==> config.mk <==
export PLATFORM = sky130hd
export DESIGN_NAME = ysyx_22051468_scoreboard
export DESIGN_NICKNAME = d
export VERILOG_FILES = /design/src/rtl/ysyx_22051468_scoreboard.sv
export SDC_FILE = /design/constraint.sdc
export NUM_CORES = 1
export LEC_CHECK = 0
export ABC_CLOCK_PERIOD_IN_PS = 3600
export CORE_ASPECT_RATIO = 0.5
export CORE_UTILIZATION = 55
export CTS_CLUSTER_DIAMETER = 120
export DETAILED_ROUTE_END_ITERATION = 8
export DONT_BUFFER_PORTS = 1
export MAX_ROUTING_LAYER = met4
export PLACE_DENSITY = 0.78
export SLEW_MARGIN = 30
export SYNTH_ARGS = -nofsm -noshare
export SYNTH_HDL_FRONTEND = slang
export SYNTH_SLANG_ARGS = --single-unit
==> constraint.sdc <==
create_clock -name clk -period 3.6 [get_ports clk]
set_input_delay 0.72 -clock clk [delete_from_list [all_inputs] [get_ports clk]]
set_output_delay 0.72 -clock clk [all_outputs]
set_load 0.05 [all_outputs]
==> src/rtl/ysyx_22051468_scoreboard.sv <==
// ---------------------------------------------------------------------------
// ysyx_22051468_scoreboard
// Register-dependency scoreboard for the NPC pipeline. Each architectural
// register r (r >= 1) has a small counter holding how many in-flight writes
// target it. Issue is stalled on a RAW hazard against a busy source register,
// on a destination whose counter is saturated, and during a flush.
//
// Optional feature (macro YSYX_22051468_SB_PERF_EN):
//   defined     -> stall_cycles counts cycles with issue_valid & !issue_ready
//   not defined -> stall_cycles is tied to zero
//
// Ports:
//   clk, rst_n                    clock, asynchronous active-low reset
//   issue_valid / issue_ready     decode handshake
//   rd/rs1/rs2_need, _addr        operand usage flags and register addresses
//   wb_valid, wb_addr             per-port writeback strobes and addresses
//   flush                         discard all pending writes
//   busy_vec                      bit r set while register r has pending writes
//   sb_err                        sticky underflow (more writebacks than issues)
//   stall_cycles                  stall performance counter
// ---------------------------------------------------------------------------
module ysyx_22051468_scoreboard #(
    parameter int REG_NUM  = 32,
    parameter int REG_AW   = 5,
    parameter int CNT_W    = 2,
    parameter int WB_PORTS = 2
) (
    input  logic                       clk,
    input  logic                       rst_n,
    input  logic                       issue_valid,
    output logic                       issue_ready,
    input  logic                       rd_need,
    input  logic                       rs1_need,
    input  logic                       rs2_need,
    input  logic [REG_AW-1:0]          rd_addr,
    input  logic [REG_AW-1:0]          rs1_addr,
    input  logic [REG_AW-1:0]          rs2_addr,
    input  logic [WB_PORTS-1:0]        wb_valid,
    input  logic [WB_PORTS*REG_AW-1:0] wb_addr,
    input  logic                       flush,
    output logic [REG_NUM-1:0]         busy_vec,
    output logic                       sb_err,
    output logic [31:0]                stall_cycles
);

    // Width able to hold the number of ports that may hit one register.
    localparam int DW = $clog2(WB_PORTS + 1);
    // Working width for cnt + inc, wide enough to compare against dec.
    localparam int SW = CNT_W + DW + 1;

    // x0 is never tracked, so storage starts at index 1.
    logic [REG_NUM-1:1][CNT_W-1:0] cnt_q;
    logic [REG_NUM-1:1][CNT_W-1:0] cnt_d;
    logic [REG_NUM-1:1]            under_s;
    logic [REG_NUM-1:0]            busy_s;
    logic                          hazard_s;
    logic                          fire_s;
    logic                          sb_err_q;

    // Busy flags decoded from the registered counters; x0 is never busy.
    always_comb begin
        busy_s    = '0;
        for (int r = 1; r < REG_NUM; r++) begin
            busy_s[r] = (cnt_q[r] != '0);
        end
    end

    // Hazard detection. Matching is done against in-range register indices
    // only, so an address >= REG_NUM (like x0) never matches anything.
    always_comb begin
        hazard_s = 1'b0;
        for (int r = 1; r < REG_NUM; r++) begin
            if (rs1_need && (rs1_addr == REG_AW'(r)) && busy_s[r]) begin
                hazard_s = 1'b1;
            end else if (rs2_need && (rs2_addr == REG_AW'(r)) && busy_s[r]) begin
                hazard_s = 1'b1;
            end else if (rd_need && (rd_addr == REG_AW'(r)) &&
                         (cnt_q[r] == {CNT_W{1'b1}})) begin
                hazard_s = 1'b1;
            end else begin
                hazard_s = hazard_s;
            end
        end
    end

    assign issue_ready = !flush && !hazard_s;
    assign fire_s      = issue_valid && issue_ready;

    for (genvar r = 1; r < REG_NUM; r++) begin : g_reg
        logic          inc_s;
        logic [DW-1:0] dec_s;
        logic [SW-1:0] tot_s;

        // Count writeback ports targeting this register in this cycle.
        always_comb begin
            dec_s = '0;
            for (int p = 0; p < WB_PORTS; p++) begin
                if (wb_valid[p] && (wb_addr[p*REG_AW +: REG_AW] == REG_AW'(r))) begin
                    dec_s = dec_s + DW'(1);
                end else begin
                    dec_s = dec_s;
                end
            end
        end

        assign inc_s      = fire_s && rd_need && (rd_addr == REG_AW'(r));
        assign tot_s      = SW'(cnt_q[r]) + SW'(inc_s);
        assign under_s[r] = (tot_s < SW'(dec_s));
        // A saturated counter cannot receive inc (issue stalls), so the
        // difference always fits back into CNT_W bits.
        assign cnt_d[r]   = under_s[r] ? '0 : CNT_W'(tot_s - SW'(dec_s));
    end

    // Counter state and sticky error; flush wins over issue, wb and error.
    always_ff @(posedge clk or negedge rst_n) begin
        if (!rst_n) begin
            cnt_q    <= '0;
            sb_err_q <= 1'b0;
        end else if (flush) begin
            cnt_q    <= '0;
        end else begin
            cnt_q    <= cnt_d;
            if (|under_s) begin
                sb_err_q <= 1'b1;
            end
        end
    end

    assign busy_vec = busy_s;
    assign sb_err   = sb_err_q;

`ifdef YSYX_22051468_SB_PERF_EN
    logic [31:0] stall_q;

    // Stall counter, wraps naturally; unaffected by flush.
    always_ff @(posedge clk or negedge rst_n) begin
        if (!rst_n) begin
            stall_q <= 32'd0;
        end else if (issue_valid && !issue_ready) begin
            stall_q <= stall_q + 32'd1;
        end
    end

    assign stall_cycles = stall_q;
`else
    assign stall_cycles = 32'd0;
`endif

endmodule

==> reports/qor.txt, run 1 <==
Critical Path RT: 3.84 ns
area of the core: 12,900 sq um
peak supply drop: 0.161 mV
Clk Tree Root Cell: clkbuf_16
Initial Util: 57.4%
flop-to-flop setup slack: -0.38 ns
Routed WL: 29,400 um
largest net degree at the start of global routing: 64
setup TNS: -0.521 ns
all-layer global routing usage: 44.2%
I/O pins: 100
CTS clk-pin slew, worst paths: 0.06 ns
Tcrit/Tclk final: 113%
Pleak: 0.00501 uW
clock sink count: 63
die area: 13,900 sq um
cell area after layout: 10,100 sq um
placed cell area: 9220 sq um
drt initial violations: 996
# setup viols final: 3
Syn Area/Cell: 8.39 sq um
grt ovf: 0
Syn Std Cell Area: 7400 sq um
clock skew: 0.00949 ns
layout cells sized above 1: 34.2%
fraction of registers with async set/reset: 100%
IO buf count: 0
Die X: 166 um
Die Ht: 84.0 um
Fmax: 245 MHz
Max-slew headroom: 57.4%
Worst Path Max Fanout: 14
first-pass GRT wire length: 44,400 um
initial antenna violation count: 1
Hold-fix buffers, CTS: 0
Final Hold Vio Count: 0
Hold Path Class: in2async
most frequent cells in the layout: buf_4 (250), nor2_1 (118), ha_1 (107)
Area Growth Syn to Fin: 36.3%
synth unique cells: 53
Pwr per Cell Area: 200 nW/um^2
Post-layout nets: 1,306
Post-synth EDFFs: 0
DRC Markers: 12
commonest non-fill, non-tap cell in the layout: buf_4
min setup slack post-route: -0.477 ns
routed len/inst: 22.7 um
DR vias: 8,068
Setup CP Type: in2reg
type of origin of the critical path: input port
#FFs+latches synth: 63
largest cells by area after synthesis: dfrtp_1 (21%), ha_1 (21%), fa_1 (8.4%)
Finished Layout Cells: 1,293
yosys warns: 0
part of the Yosys area used for sequential elements: 21.3%
GPL Wtd Cong: 1.12
leading area contributor after synthesis: dfrtp_1
# placed instances: 1,257
htree depth: 3
Worst setup EP type: flop
TritonRoute pass-1 iters: 9
Slew Limit Fails: 0
vias in the first global route: 7,860
CTS tree: yes
Antenna Nets Post-Route: 0
cell count of the worst reg-to-reg path: 18
RSZ-0062 raised after global routing: true
Max Cap Violations: 0
Worst-Margin Slew: 0.638 ns
Critical Path AT: 4.31 ns
post-route minimum period: 4.08 ns
Synth Instances: 882
outcome: finished, violations left
area fraction of the dominant cell type after synthesis: 21.3%
Core Rows: 29
Clock Path Buffers: 2
total CTS buffers: 9
HPWL Detailed: 22,400 um
worst skew pair latency: 0.35 ns
most used flip-flop cell after synthesis: dfrtp_1
vias per inst: 6.24
violated checks: design-rule violations, negative setup slack
worst max-delay path, stage by stage:
cell,delay (ns)
or4b_4,0.53
buf_4,0.18
nor3_1,0.22
nor4_1,0.11
o31ai_2,0.11
nor3_2,0.11
nand3_4,0.12
buf_8,0.15
nor2_2,0.05
ha_2,0.18
fa_1,0.54
nor3b_4,0.20
nor2_2,0.08
nor4_4,0.32
nand4_1,0.35
o21ai_1,0.25
nand2b_1,0.08
path summary, 6_finish.rpt:
path,startpoint,to
min in group clk,flush,cnt_q[28]
worst max-delay path,rd_addr[0],sb_err
worst min-delay path,rst_n,cnt_q[28]
max in group asynchronous,rst_n,cnt_q[42]
worst max register to register,cnt_q[44],sb_err
worst min register to register,cnt_q[9],cnt_q[8]
metal layers:
metal | vias up | share of wire (%) | GRT usage, % | routed length [um]
met5 | - | 0 | - | 0
met4 | 0 | 4.8 | 18.3 | 1400
met3 | 142 | 14 | 12.0 | 4200
met2 | 662 | 42 | 65.3 | 12400
met1 | 3819 | 39 | 57.3 | 11400
li1 | 3445 | - | - | -
stage by stage:
stage	setup WS (ns)	total power, uW	util (%)	hold WS, ns
2_1_floorplan	-0.276	1050	-	0.424
3_3_place_gp	-1.06	1130	71.6	0.426
3_5_place_dp	-1.07	1130	71.6	0.426
4_1_cts	-0.252	1990	77.3	0.0536
5_1_grt	-0.550	2060	78.3	0.0534
6_report	-0.477	2020	78.3	0.0594
where the power goes:
part / total, uW / internal, uW / switching, uW / leakage, uW
logic: 441 / 150 / 291 / 0.00401
clock network: 853 / 470 / 383 / 0.000129
registers: 726 / 717 / 8.22 / 0.000872
Yosys cell counts, drive strengths merged, types with 18 or more instances:
cell type	count
buf	45
nor2	140
xnor2	31
a21oi	18
inv	90
fa	31
or2	18
ha	124
nor3	59
nand2	41
dfrtp	63
clkbuf	19
and3	28
timing repair:
action                                  4_1_cts  5_1_grt
resized for setup                            79       27
pin swaps                                    43       12
buffers inserted                             16        5
endpoints found under the setup margin       24       39
cells by family after synthesis:
group | Yosys count | share of synthesized area (%)
other | 1 | 0.0507
and+or+nand+nor | 395 | 28.1
DFF | 63 | 21.3
AOI/OAI and AO/OA | 82 | 7.68
muxes | 1 | 0.135
xor gates and xnor gates | 31 | 3.67
buffers and inverters | 154 | 9.72
adders and majority gates | 155 | 29.4
state kept, by name (all words and copies together) (netlist names):
name	cells
sb_err	1
cnt_q	62
layout make-up:
type	count	area [sq um]
Antenna cell	1	2.50
Clock buffer	10	229
Clock inverter	6	46.3
Fill cell	877	2790
Inverter	90	340
Multi-Input combinational cell	697	5720
Sequential cell	63	1580
Tap cell	170	213
Timing Repair Buffer	256	1960
No activity file was read; power rests on OpenSTA's default activity.
==> run 2, diff against run 1 <==
Settings changed: CAP_MARGIN set to 5, CORE_UTILIZATION 55 to 50, PLACE_DENSITY 0.78 to 0.73.
==> run 2 against run 1 <==
Effect of this change: the run ends with negative setup slack left; flip-flop and latch count is the same; total power grew 13%; register-to-register slack lost 0.28 ns; combinational power grew 5.4%; die area grew 9.8%; non-clock buffer count grew 28; core utilization shrank 0.29 points; sequential share of layout area shrank 1.2 points; sequential power is essentially flat; worst hold slack lost 0.011 ns; critical path type is now reg2reg.
==> reports/qor.txt, run 2 (synthesis gave the netlist of run 1 again) <==
commonest non-fill, non-tap cell in the layout: buf_4
max reg flops: 62
Reg with most FFs: cnt_q
Pwr per Cell Area: 209 nW/um^2
Core Rows: 30
DRT met1 WL: 12,300 um
Pleak: 0.00522 uW
type of origin of the critical path: flop
HPWL Detailed: 21,600 um
Clk Tree Root Cell: clkbuf_16
Post-Place Worst Slack: -1.10 ns
met3 routed WL: 5560 um
total CTS buffers: 9
area of the core: 14,000 sq um
clock sink count: 63
most frequent cells in the layout: buf_4 (265), nor2_1 (106), ha_1 (95)
register area: 1580 sq um
violated checks: negative setup slack
Final Hold Vio Count: 0
cell count of the worst reg-to-reg path: 17
DR vias: 8,592
Antenna Nets Post-Route: 0
Tcrit/Tclk final: 118%
cell area after layout: 10,900 sq um
clock skew: 0.0159 ns
GPL Wtd Cong: 1.05
post-route minimum period: 4.26 ns
layout cells sized above 1: 39.6%
CTS clk-pin slew, worst paths: 0.08 ns
Slew Limit Fails: 0
DRC Markers: 0
grt ovf: 0
all-layer global routing usage: 39.8%
Worst setup EP type: flop
vias in the first global route: 7,821
Worst-Margin Slew: 0.742 ns
outcome: finished, violations left
Multi-input gate area: 6210 sq um
first-pass GRT wire length: 43,600 um
placed cell area: 9310 sq um
Worst Path Max Fanout: 3
htree depth: 3
Die X: 174 um
vias per inst: 6.39
largest net degree at the start of global routing: 64
worst skew pair latency: 0.36 ns
die area: 15,300 sq um
Fill cells: 825
Max Cap Violations: 0
initial antenna violation count: 1
Met2 Wirelength: 13,500 um
min setup slack post-route: -0.664 ns
Clock Path Buffers: 2
routed len/inst: 24.9 um
drt initial violations: 1,157
IO buf count: 0
Initial Util: 52.8%
CTS tree: yes
Hold Path Class: in2async
Setup CP Type: reg2reg
# setup viols final: 45
Post-layout nets: 1,334
Critical Path RT: 3.84 ns
peak supply drop: 0.185 mV
Routed WL: 33,500 um
TritonRoute pass-1 iters: 7
Area Growth Syn to Fin: 47.6%
Max-slew headroom: 50.5%
I/O pins: 100
Top Metal Used: met4
Die Ht: 88.0 um
Critical Path AT: 4.51 ns
RSZ-0062 raised after global routing: true
Fmax: 234 MHz
-- run 2: changes by cell type in the layout (fill, tap and decap cells not counted), sizes merged --
cell,previous run,this run
bufinv,0,3
diode,1,2
clkbuf,10,9
buf,256,284
clkinvlp,2,1
clkinv,3,2
-- run 2: layer usage --
layer / GRT usage, % / vias up
met2: 57.7 / 809
met4: 18.2 / 0
li1: - / 3498
met5: - / -
met3: 17.9 / 235
met1: 47.4 / 4050
-- run 2: where the power goes --
part           leakage, uW  switching [uW]  internal (uW)
Clock             0.000166             406            680
Combinational      0.00418             306            159
Sequential        0.000872            9.19            717
-- run 2: layout make-up --
type | count | area share, %
flip-flops and latches | 63 | 14.4
clock inverters | 7 | 1.10
well taps | 192 | 2.20
diodes | 2 | 0.0458
clock buffers | 9 | 2.06
multi-input cells | 697 | 56.8
inverters | 90 | 3.12
repair buffers | 284 | 20.2
-- run 2: worst paths after layout --
| path | slack, ns | to | start |
|---|---|---|---|
| max | -0.66 | sb_err | cnt_q[56] |
| min | 0.05 | cnt_q[23] | rst_n |
| max reg2reg | -0.66 | sb_err | cnt_q[56] |
| min reg2reg | 0.85 | cnt_q[57] | cnt_q[57] |
| max in group asynchronous | 3.39 | cnt_q[47] | rst_n |
| min in group clk | 0.42 | cnt_q[60] | flush |
-- run 2: timing repair --
item,4_1_cts,5_1_grt
hold buffers,0,0
setup endpoints to repair,53,64
setup buffers,14,27
gates resized for setup,68,136
cloned,0,0
pin swaps,25,74
-- run 2: worst max-delay path, stage by stage, from the launching register on --
cell      delay (ns)
dfrtp_1         0.43
nand2_1         0.22
o22ai_1         0.17
nor4_1          0.42
a21oi_1         0.17
nor4_4          0.31
buf_4           0.17
nand3_4         0.08
buf_6           0.16
nor2_1          0.11
ha_1            0.19
inv_1           0.06
fa_1            0.49
o31a_1          0.34
nor4_4          0.17
nand4_1         0.29
o21ai_1         0.28
nand2b_1        0.08
-- run 2: through the flow --
stage                     setup TNS, ns  hold WS, ns  std cells  util (%)  total power (uW)
after global routing              -7.59       0.0396       1344      78.0              2320
after floorplan                  -0.276        0.424        914         -              1050
after global placement           -10.37        0.426       1289      66.5              1120
after CTS                        -0.963       0.0596       1318      71.9              2190
final                             -5.18       0.0484       1344      78.0              2280
after detailed placement         -14.49        0.426       1289      66.5              1120
